## config.mk

```make
export PLATFORM = sky130hd
export DESIGN_NAME = mux_op_sequencer_flat
export DESIGN_NICKNAME = d
export VERILOG_FILES = /design/src/rtl/mux_op_sequencer_if.sv /design/src/rtl/mux_op_sequencer.sv /design/src/flat_wrapper.sv
export SDC_FILE = /design/constraint.sdc
export NUM_CORES = 1
export LEC_CHECK = 0
export CORE_MARGIN = 10
export CORE_UTILIZATION = 43
export DETAILED_ROUTE_END_ITERATION = 12
export PLACE_DENSITY = 0.76
export SYNTH_ARGS = -nofsm -noshare
export SYNTH_HDL_FRONTEND = slang
export SYNTH_SLANG_ARGS = --single-unit
```

## constraint.sdc

```tcl
create_clock -name clk -period 1.65 [get_ports clk]
set_input_delay 0.165 -clock clk [delete_from_list [all_inputs] [get_ports clk]]
set_output_delay 0.165 -clock clk [all_outputs]
set_load 0.05 [all_outputs]
```

## src/rtl/mux_op_sequencer_if.sv

```systemverilog
// Handshake bundle between the sweep sequencer and its driver/collector.
// The slave side is the sequencer; the master side starts sweeps and returns res.
interface mux_op_sequencer_if #(
    parameter int DATA_W  = 8,
    parameter int OP_W    = 3,
    parameter int DWELL_W = 4
);
    logic               start;
    logic               abort;
    logic [DATA_W-1:0]  operand;
    logic [DWELL_W-1:0] dwell;
    logic [DATA_W-1:0]  mux_in;
    logic [OP_W-1:0]    mux_op;
    logic [DATA_W-1:0]  res;
    logic               sample_valid;
    logic [DATA_W-1:0]  sample_data;
    logic [DATA_W-1:0]  signature;
    logic               busy;
    logic               done;

    modport master (
        output start, abort, operand, dwell, res,
        input  mux_in, mux_op, sample_valid, sample_data,
        input  signature, busy, done
    );

    modport slave (
        input  start, abort, operand, dwell, res,
        output mux_in, mux_op, sample_valid, sample_data,
        output signature, busy, done
    );
endinterface

```

## src/rtl/mux_op_sequencer.sv

```systemverilog
// Sweeps mux_op 0..7 over a latched operand and folds each result into a signature.
// Define SEQ_LFSR_EN to source mux_in from an internal LFSR instead of operand.
module mux_op_sequencer #(
    parameter int DATA_W  = 8,
    parameter int OP_W    = 3,
    parameter int DWELL_W = 4
) (
    input logic               clk,
    input logic               rst_n,
    mux_op_sequencer_if.slave bus
);
    localparam logic [1:0] S_IDLE   = 2'd0;
    localparam logic [1:0] S_DRIVE  = 2'd1;
    localparam logic [1:0] S_SAMPLE = 2'd2;
    localparam logic [1:0] S_DONE   = 2'd3;

    localparam logic [OP_W-1:0] OP_LAST = '1;

    logic [1:0]         state_q, state_d;
    logic [DWELL_W-1:0] cnt_q, cnt_d;
    logic [DWELL_W-1:0] reload_q, reload_d;
    logic [DATA_W-1:0]  in_q, in_d;
    logic [OP_W-1:0]    op_q, op_d;
    logic [DATA_W-1:0]  sdata_q, sdata_d;
    logic               svalid_q, svalid_d;
    logic [DATA_W-1:0]  sig_q, sig_d;

    logic [DWELL_W-1:0] dwell_m1;
    logic [DATA_W-1:0]  load_val;
    logic               accept;

    // dwell 0 behaves as dwell 1, so the reload value saturates at 0
    assign dwell_m1 = (bus.dwell == '0) ? '0
                    : bus.dwell - DWELL_W'(1);

    assign accept = (state_q == S_IDLE) && bus.start && !bus.abort;

`ifdef SEQ_LFSR_EN
    logic [7:0] lfsr_q, lfsr_d;

    assign load_val = DATA_W'(lfsr_q);

    always_comb begin
        lfsr_d = lfsr_q;
        if (accept)
            lfsr_d = {lfsr_q[6:0],
                      lfsr_q[7] ^ lfsr_q[5] ^ lfsr_q[4] ^ lfsr_q[3]};
    end

    always_ff @(posedge clk or negedge rst_n) begin
        if (!rst_n)
            lfsr_q <= 8'h01;
        else
            lfsr_q <= lfsr_d;
    end
`else
    assign load_val = bus.operand;
`endif

    always_comb begin
        state_d  = state_q;
        cnt_d    = cnt_q;
        reload_d = reload_q;
        in_d     = in_q;
        op_d     = op_q;
        sdata_d  = sdata_q;
        svalid_d = 1'b0;
        sig_d    = sig_q;
        unique case (state_q)
            S_IDLE: begin
                if (accept) begin
                    in_d     = load_val;
                    op_d     = '0;
                    sig_d    = '0;
                    reload_d = dwell_m1;
                    cnt_d    = dwell_m1;
                    state_d  = S_DRIVE;
                end
            end
            S_DRIVE: begin
                if (bus.abort) begin
                    op_d    = '0;
                    state_d = S_IDLE;
                end else if (cnt_q == '0) begin
                    state_d = S_SAMPLE;
                end else begin
                    cnt_d = cnt_q - DWELL_W'(1);
                end
            end
            S_SAMPLE: begin
                if (bus.abort) begin
                    op_d    = '0;
                    state_d = S_IDLE;
                end else begin
                    sdata_d  = bus.res;
                    svalid_d = 1'b1;
                    sig_d    = {sig_q[DATA_W-2:0], sig_q[DATA_W-1]}
                             ^ bus.res;
                    if (op_q == OP_LAST) begin
                        state_d = S_DONE;
                    end else begin
                        op_d    = op_q + OP_W'(1);
                        cnt_d   = reload_q;
                        state_d = S_DRIVE;
                    end
                end
            end
            S_DONE: begin
                state_d = S_IDLE;
            end
            default: begin
                state_d = S_IDLE;
            end
        endcase
    end

    always_ff @(posedge clk or negedge rst_n) begin
        if (!rst_n) begin
            state_q  <= S_IDLE;
            cnt_q    <= '0;
            reload_q <= '0;
            in_q     <= '0;
            op_q     <= '0;
            sdata_q  <= '0;
            svalid_q <= 1'b0;
            sig_q    <= '0;
        end else begin
            state_q  <= state_d;
            cnt_q    <= cnt_d;
            reload_q <= reload_d;
            in_q     <= in_d;
            op_q     <= op_d;
            sdata_q  <= sdata_d;
            svalid_q <= svalid_d;
            sig_q    <= sig_d;
        end
    end

    assign bus.mux_in       = in_q;
    assign bus.mux_op       = op_q;
    assign bus.sample_data  = sdata_q;
    assign bus.sample_valid = svalid_q;
    assign bus.signature    = sig_q;
    assign bus.busy         = (state_q == S_DRIVE) ||
                              (state_q == S_SAMPLE);
    assign bus.done         = (state_q == S_DONE);
endmodule

```

## src/flat_wrapper.sv

```systemverilog
// flat-port wrapper written by rule: the top's interface ports become plain ports
module mux_op_sequencer_flat 
#(
    parameter int DATA_W  = 8,
    parameter int OP_W    = 3,
    parameter int DWELL_W = 4
)
  (clk, rst_n, bus_start, bus_abort, bus_operand, bus_dwell, bus_res, bus_mux_in, bus_mux_op, bus_sample_valid, bus_sample_data, bus_signature, bus_busy, bus_done);
  mux_op_sequencer_if #(.DATA_W(DATA_W), .OP_W(OP_W), .DWELL_W(DWELL_W)) bus_i ();
  input logic clk;
  input logic rst_n;
  input wire logic [$bits(bus_i.start)-1:0] bus_start;
  input wire logic [$bits(bus_i.abort)-1:0] bus_abort;
  input wire logic [$bits(bus_i.operand)-1:0] bus_operand;
  input wire logic [$bits(bus_i.dwell)-1:0] bus_dwell;
  input wire logic [$bits(bus_i.res)-1:0] bus_res;
  output wire logic [$bits(bus_i.mux_in)-1:0] bus_mux_in;
  output wire logic [$bits(bus_i.mux_op)-1:0] bus_mux_op;
  output wire logic [$bits(bus_i.sample_valid)-1:0] bus_sample_valid;
  output wire logic [$bits(bus_i.sample_data)-1:0] bus_sample_data;
  output wire logic [$bits(bus_i.signature)-1:0] bus_signature;
  output wire logic [$bits(bus_i.busy)-1:0] bus_busy;
  output wire logic [$bits(bus_i.done)-1:0] bus_done;
  assign bus_i.start = bus_start;
  assign bus_i.abort = bus_abort;
  assign bus_i.operand = bus_operand;
  assign bus_i.dwell = bus_dwell;
  assign bus_i.res = bus_res;
  assign bus_mux_in = bus_i.mux_in;
  assign bus_mux_op = bus_i.mux_op;
  assign bus_sample_valid = bus_i.sample_valid;
  assign bus_sample_data = bus_i.sample_data;
  assign bus_signature = bus_i.signature;
  assign bus_busy = bus_i.busy;
  assign bus_done = bus_i.done;
  mux_op_sequencer #(.DATA_W(DATA_W), .OP_W(OP_W), .DWELL_W(DWELL_W)) u_core (.clk(clk), .rst_n(rst_n), .bus(bus_i));
endmodule
```

# After elaboration in Yosys (flattened, before gate mapping)
# Cells that the tools add are included.
[word_totals] ff_bits=38 out_inout_bits=30 wordCells=63
[op_classes] addsub=3 eq_ne=12 n_mux=23 bitwise_logic=2 reduce_logical=15
[op_table] op="$mux W4" count=6
[op_table] op="$mux W8" count=2
[op_table] op="$pmux W8 S2" count=1
[op_table] op="$mux W3" count=4
[op_table] op="$pmux W4 S3" count=1
[op_table] op="$mux W2" count=5
[op_table] op="$ne A2 B2 Y1 const B" count=5
[op_table] op="$pmux W3 S3" count=1
[op_table] op="$logic_not A4 Y1" count=2
[op_table] op="$pmux W2 S4" count=1
[op_table] op="$sub A4 B1 Y4 const B" count=2
[op_table] op="$xor A8 B8 Y8" count=1
[op_table] op="$reduce_and A2 Y1" count=3
[op_table] op="$reduce_and A6 Y1" count=1
[op_table] op="$eq A2 B2 Y1 const B" count=2
[op_table] op="$reduce_and A4 Y1" count=1
[op_table] op="$add A3 B1 Y3 const B" count=1
[op_table] op="$eq A3 B3 Y1 const B" count=1
[op_table] op="$ne A3 B2 Y1 const B" count=1
[op_table] op="$ne A3 B3 Y1 const B" count=1
[op_table] op="$reduce_and A3 Y1" count=1
[op_table] op="$reduce_bool A3 Y1" count=1
[op_table] op="$eq A2 B1 Y1 const B" count=1
[op_table] op="$logic_and A1 B1 Y1" count=2
[op_table] op="other kinds (7)" count=8

# Depth between registers and ports, before layout
[logic_depth] ltp_word=5 mapped_depth=8 mapped_depth_nobuf=6

# Least setup slack after synthesis
# No wires, ideal clock.
[synth_timing] path_type="register to register" start="register u_core.op_q[0] (netlist: u_core.bus.mux_op[0])" end="register u_core.cnt_q[2]" arrival_ns=1.902 required_ns=1.524 setup_slack_ns=-0.378 path_stages_with_launch=7 path_buffers=0 period_less_slack_ns=2.028 path_cell_list="dfrtp_1 -> ha_1 -> ha_1 -> a21o_1 -> a221oi_2 -> nand2_2 -> a221o_1"
[synth_between] elab_chain_cells=3
[synth_lines] item="start: declaration" line_no="mux_op_sequencer.sv:23" source="logic [OP_W-1:0] op_q, op_d;"
[synth_lines] item="start signal: assignment" line_no="mux_op_sequencer.sv:132" source="op_q <= op_d;"
[synth_lines] item="$eq A3 B3 Y1" line_no="mux_op_sequencer.sv:99" source="if (op_q == OP_LAST) begin"
[synth_lines] item="$ne A2 B2 Y1 (no source line)"
[synth_lines] item="$reduce_and A6 Y1 (no source line)"
[synth_lines] item="end signal: assignment" line_no="mux_op_sequencer.sv:129" source="cnt_q <= cnt_d;"
[synth_lines] item="end: declaration" line_no="mux_op_sequencer.sv:20" source="logic [DWELL_W-1:0] cnt_q, cnt_d;"
# Every way passes these cells.
# A chain may end at the register's enable or synchronous reset.

# Final worst setup path
[layout_timing] start="register u_core.op_q[1] (netlist: u_core.bus.mux_op[1])" end="register u_core.cnt_q[2]"
# Same word-level chain as after synthesis.

==> qor.csv <==
metric,value,unit
Clock Sinks,38,
Seq cells post-synth,38,
CTS tree,done,
WP buf/inv,0,
grt total ovfl,0,
Skew-Pair Late Insertion Delay,0.29,ns
Synth Cell Area,0.00190,mm^2
Worst-path clk slew,0.08,ns
WHS,0.447,ns
via count,1650,
clock skew,0.00816,ns
"non-filler cells, final",326,
Filler cells,351,
Rel. slew slack,66.3,%
row count,24,
P_leak,0.00139,uW
Crit path required time,1.82,ns
vias in the first global route,1830,
Routed Antenna Nets,0,
data arrival time of the worst path,1.96,ns
drt wl/cell,14.9,um
sequential element share of the synthesized area,50.1,%
unrepaired setup endpoints after global routing,true,
Place WS,-0.152,ns
Pwr Total,5390,uW
routed wire length,4870,um
max-cap violations,0,
Final Cycle Share,108,%
"EDFF count, synth",0,
WP depth,6,
CP max stage delay,0.43,ns
Yosys top cell area share,50.1,%
H-tree Lvls,2,
cts bufs inserted,5,
Critical Path End Type,flip-flop,
CP top delay family,compound AO/OA/AOI/OAI gates,
"Cell Chain, Critical Path","ha_4, ha_4, a21o_1, a221oi_2, nand2_2, a221o_1",
status,"finished, violations left",
Post-Place Cells,313,
Yosys warnings,0,
total track usage,13.3,%
final hold violation count,0,
violated checks,setup timing,
"Max FO, Critical Path",4,
"Async S/R FF share, synth",100,%
WS Path Type,reg -> reg,
Placer Congestion,0.833,
die area,0.00748,mm^2
io pins,54,
DRT Pass-1 Iters,4,
first-pass GRT wire length,8200,um
Pwr per Cell Area,1900,mW/mm^2
layout cells sized above 1,35.4,%
initial antenna violation count,0,
most frequent cells after synthesis,"nand2_1 (47), dfrtp_1 (38), o21ai_0 (13)",
initial core utilization,43.9,%
slew of the pin with the lowest slew margin,0.505,ns
initial DRC count,57,
Tmin final,1.78,ns
reg2reg path depth,6,
Yosys top cell by area,dfrtp_1,
syn nets,222,
Placeable Area,0.00432,mm^2
Nets,306,
clock root buffer,clkbuf_8,
via/cell ratio,5.06,
Worst IR Drop VDD,0.967,mV
CP max stage cell,dfrtp_2,
Fmax,561,MHz
Die X,86.5,um
Synth area leaders,"dfrtp_1 (50%), nand2_1 (9.3%), mux2_2 (7.1%)",
Yosys cell types,33,
crit start category,flip-flop,
Post-Syn Instances,189,
largest net degree at the start of global routing,39,
DRC errors left,0,
worst hold path type,in -> reg,
"count leader, synth",nand2_1,
Setup Viol. Count Final,4,
Main synth FF type,dfrtp_1,
clock buffer depth,2,
n_diodes,0,
detailed placement HPWL,3670,um
Hold Crit Depth,3,
final slew viol count,0,
Die Y,86.5,um
Port Buffers,53,
setup ws final,-0.134,ns
Synth Area per Inst,10.0,um^2
critical path's most frequent cell,ha_4,
area grow syn2layout,49.3,%
state kept, by name (all words and copies together), names as in the netlist:
name	flops
u_core.bus.mux_in	8
u_core.bus.sample_data	8
u_core.bus.signature	8
u_core.cnt_q	4
u_core.reload_q	4
u_core.bus.mux_op	3
u_core.state_q	2
u_core.bus.sample_valid	1
worst min-delay path, stage by stage:
cell and delay (ns):
clkdlybuf4s50_1 0.43, nand2_1 0.07, nand2_1 0.04
final timing paths:
check,endpoint,slack [ns],from
max,u_core.cnt_q[2],-0.13,u_core.bus.mux_op[1]
min,u_core.bus.sample_data[2],0.45,bus_res[2]
max reg2reg,u_core.cnt_q[2],-0.13,u_core.bus.mux_op[1]
min reg2reg,u_core.bus.sample_data[0],0.48,u_core.bus.sample_data[0]
max in group asynchronous,u_core.bus.mux_op[0],0.82,rst_n
min in group asynchronous,u_core.bus.signature[4],0.46,rst_n
kinds of logic (layout without fill, tap and decap cells):
group | after synthesis | in the layout | share of synthesized area (%)
flops | 38 | 38 | 50.1
buf+inv | 15 | 100 | 3.62
fa+ha+maj | 9 | 9 | 5.93
compound gates | 33 | 33 | 11.0
simple gates | 70 | 70 | 16.5
mux | 16 | 16 | 9.22
xor+xnor | 8 | 8 | 3.69
metrics by stage:
step	area [um^2]	utilization (%)	TNS [ns]
detailed placement	2640	61.1	-0.459
floorplan	1930	-	-0.463
global route	2840	65.6	-0.699
CTS	2760	63.9	-0.301
finish	2840	65.6	-0.313
global placement	2640	61.1	-0.225
cell type report:
type | instances | area, um^2 | share of cell area, %
multi-input cells | 136 | 950 | 33.5
clock inverters | 1 | 5.00 | 0.177
flip-flops and latches | 38 | 953 | 33.6
well taps | 52 | 65.1 | 2.29
clock buffers | 7 | 86.3 | 3.05
inverters | 9 | 33.8 | 1.19
repair buffers | 83 | 742 | 26.2
layer usage:
layer	wire length, um	track usage, %
met5	0	0
met4	19	3.39
met3	413	5.91
met2	2390	23.7
met1	2050	13.9
where the power goes:
group          internal, uW  switching (uW)  total, uW
clock network           338             336        673
registers              1290             264       1560
logic                  1310            1840       3160
total                  2950            2440       5390
repair_timing:
action,4_1_cts,5_1_grt
gates resized for setup,3,15
pin swaps,2,0
setup endpoints to repair,6,29
hold buffers,1,0
hold endpoints to repair,38,0
buffers inserted,2,2
placed cells by master (no fill, tap or decap), types with 3 or more instances in the layout:
cell type	n
mux2i_1	4
nor2_1	5
clkbuf_8	6
inv_1	6
o21ai_0	13
a221oi_2	3
clkdlybuf4s50_1	23
a21oi_2	3
xor2_1	8
dfrtp_1	36
inv_2	3
a21o_1	3
nand3_1	3
buf_4	49
ha_4	3
nand2_1	47
buf_6	5
ha_1	4
mux2_2	11
a21oi_1	5
buf_12	3
No activity file was read; power rests on OpenSTA's default activity.
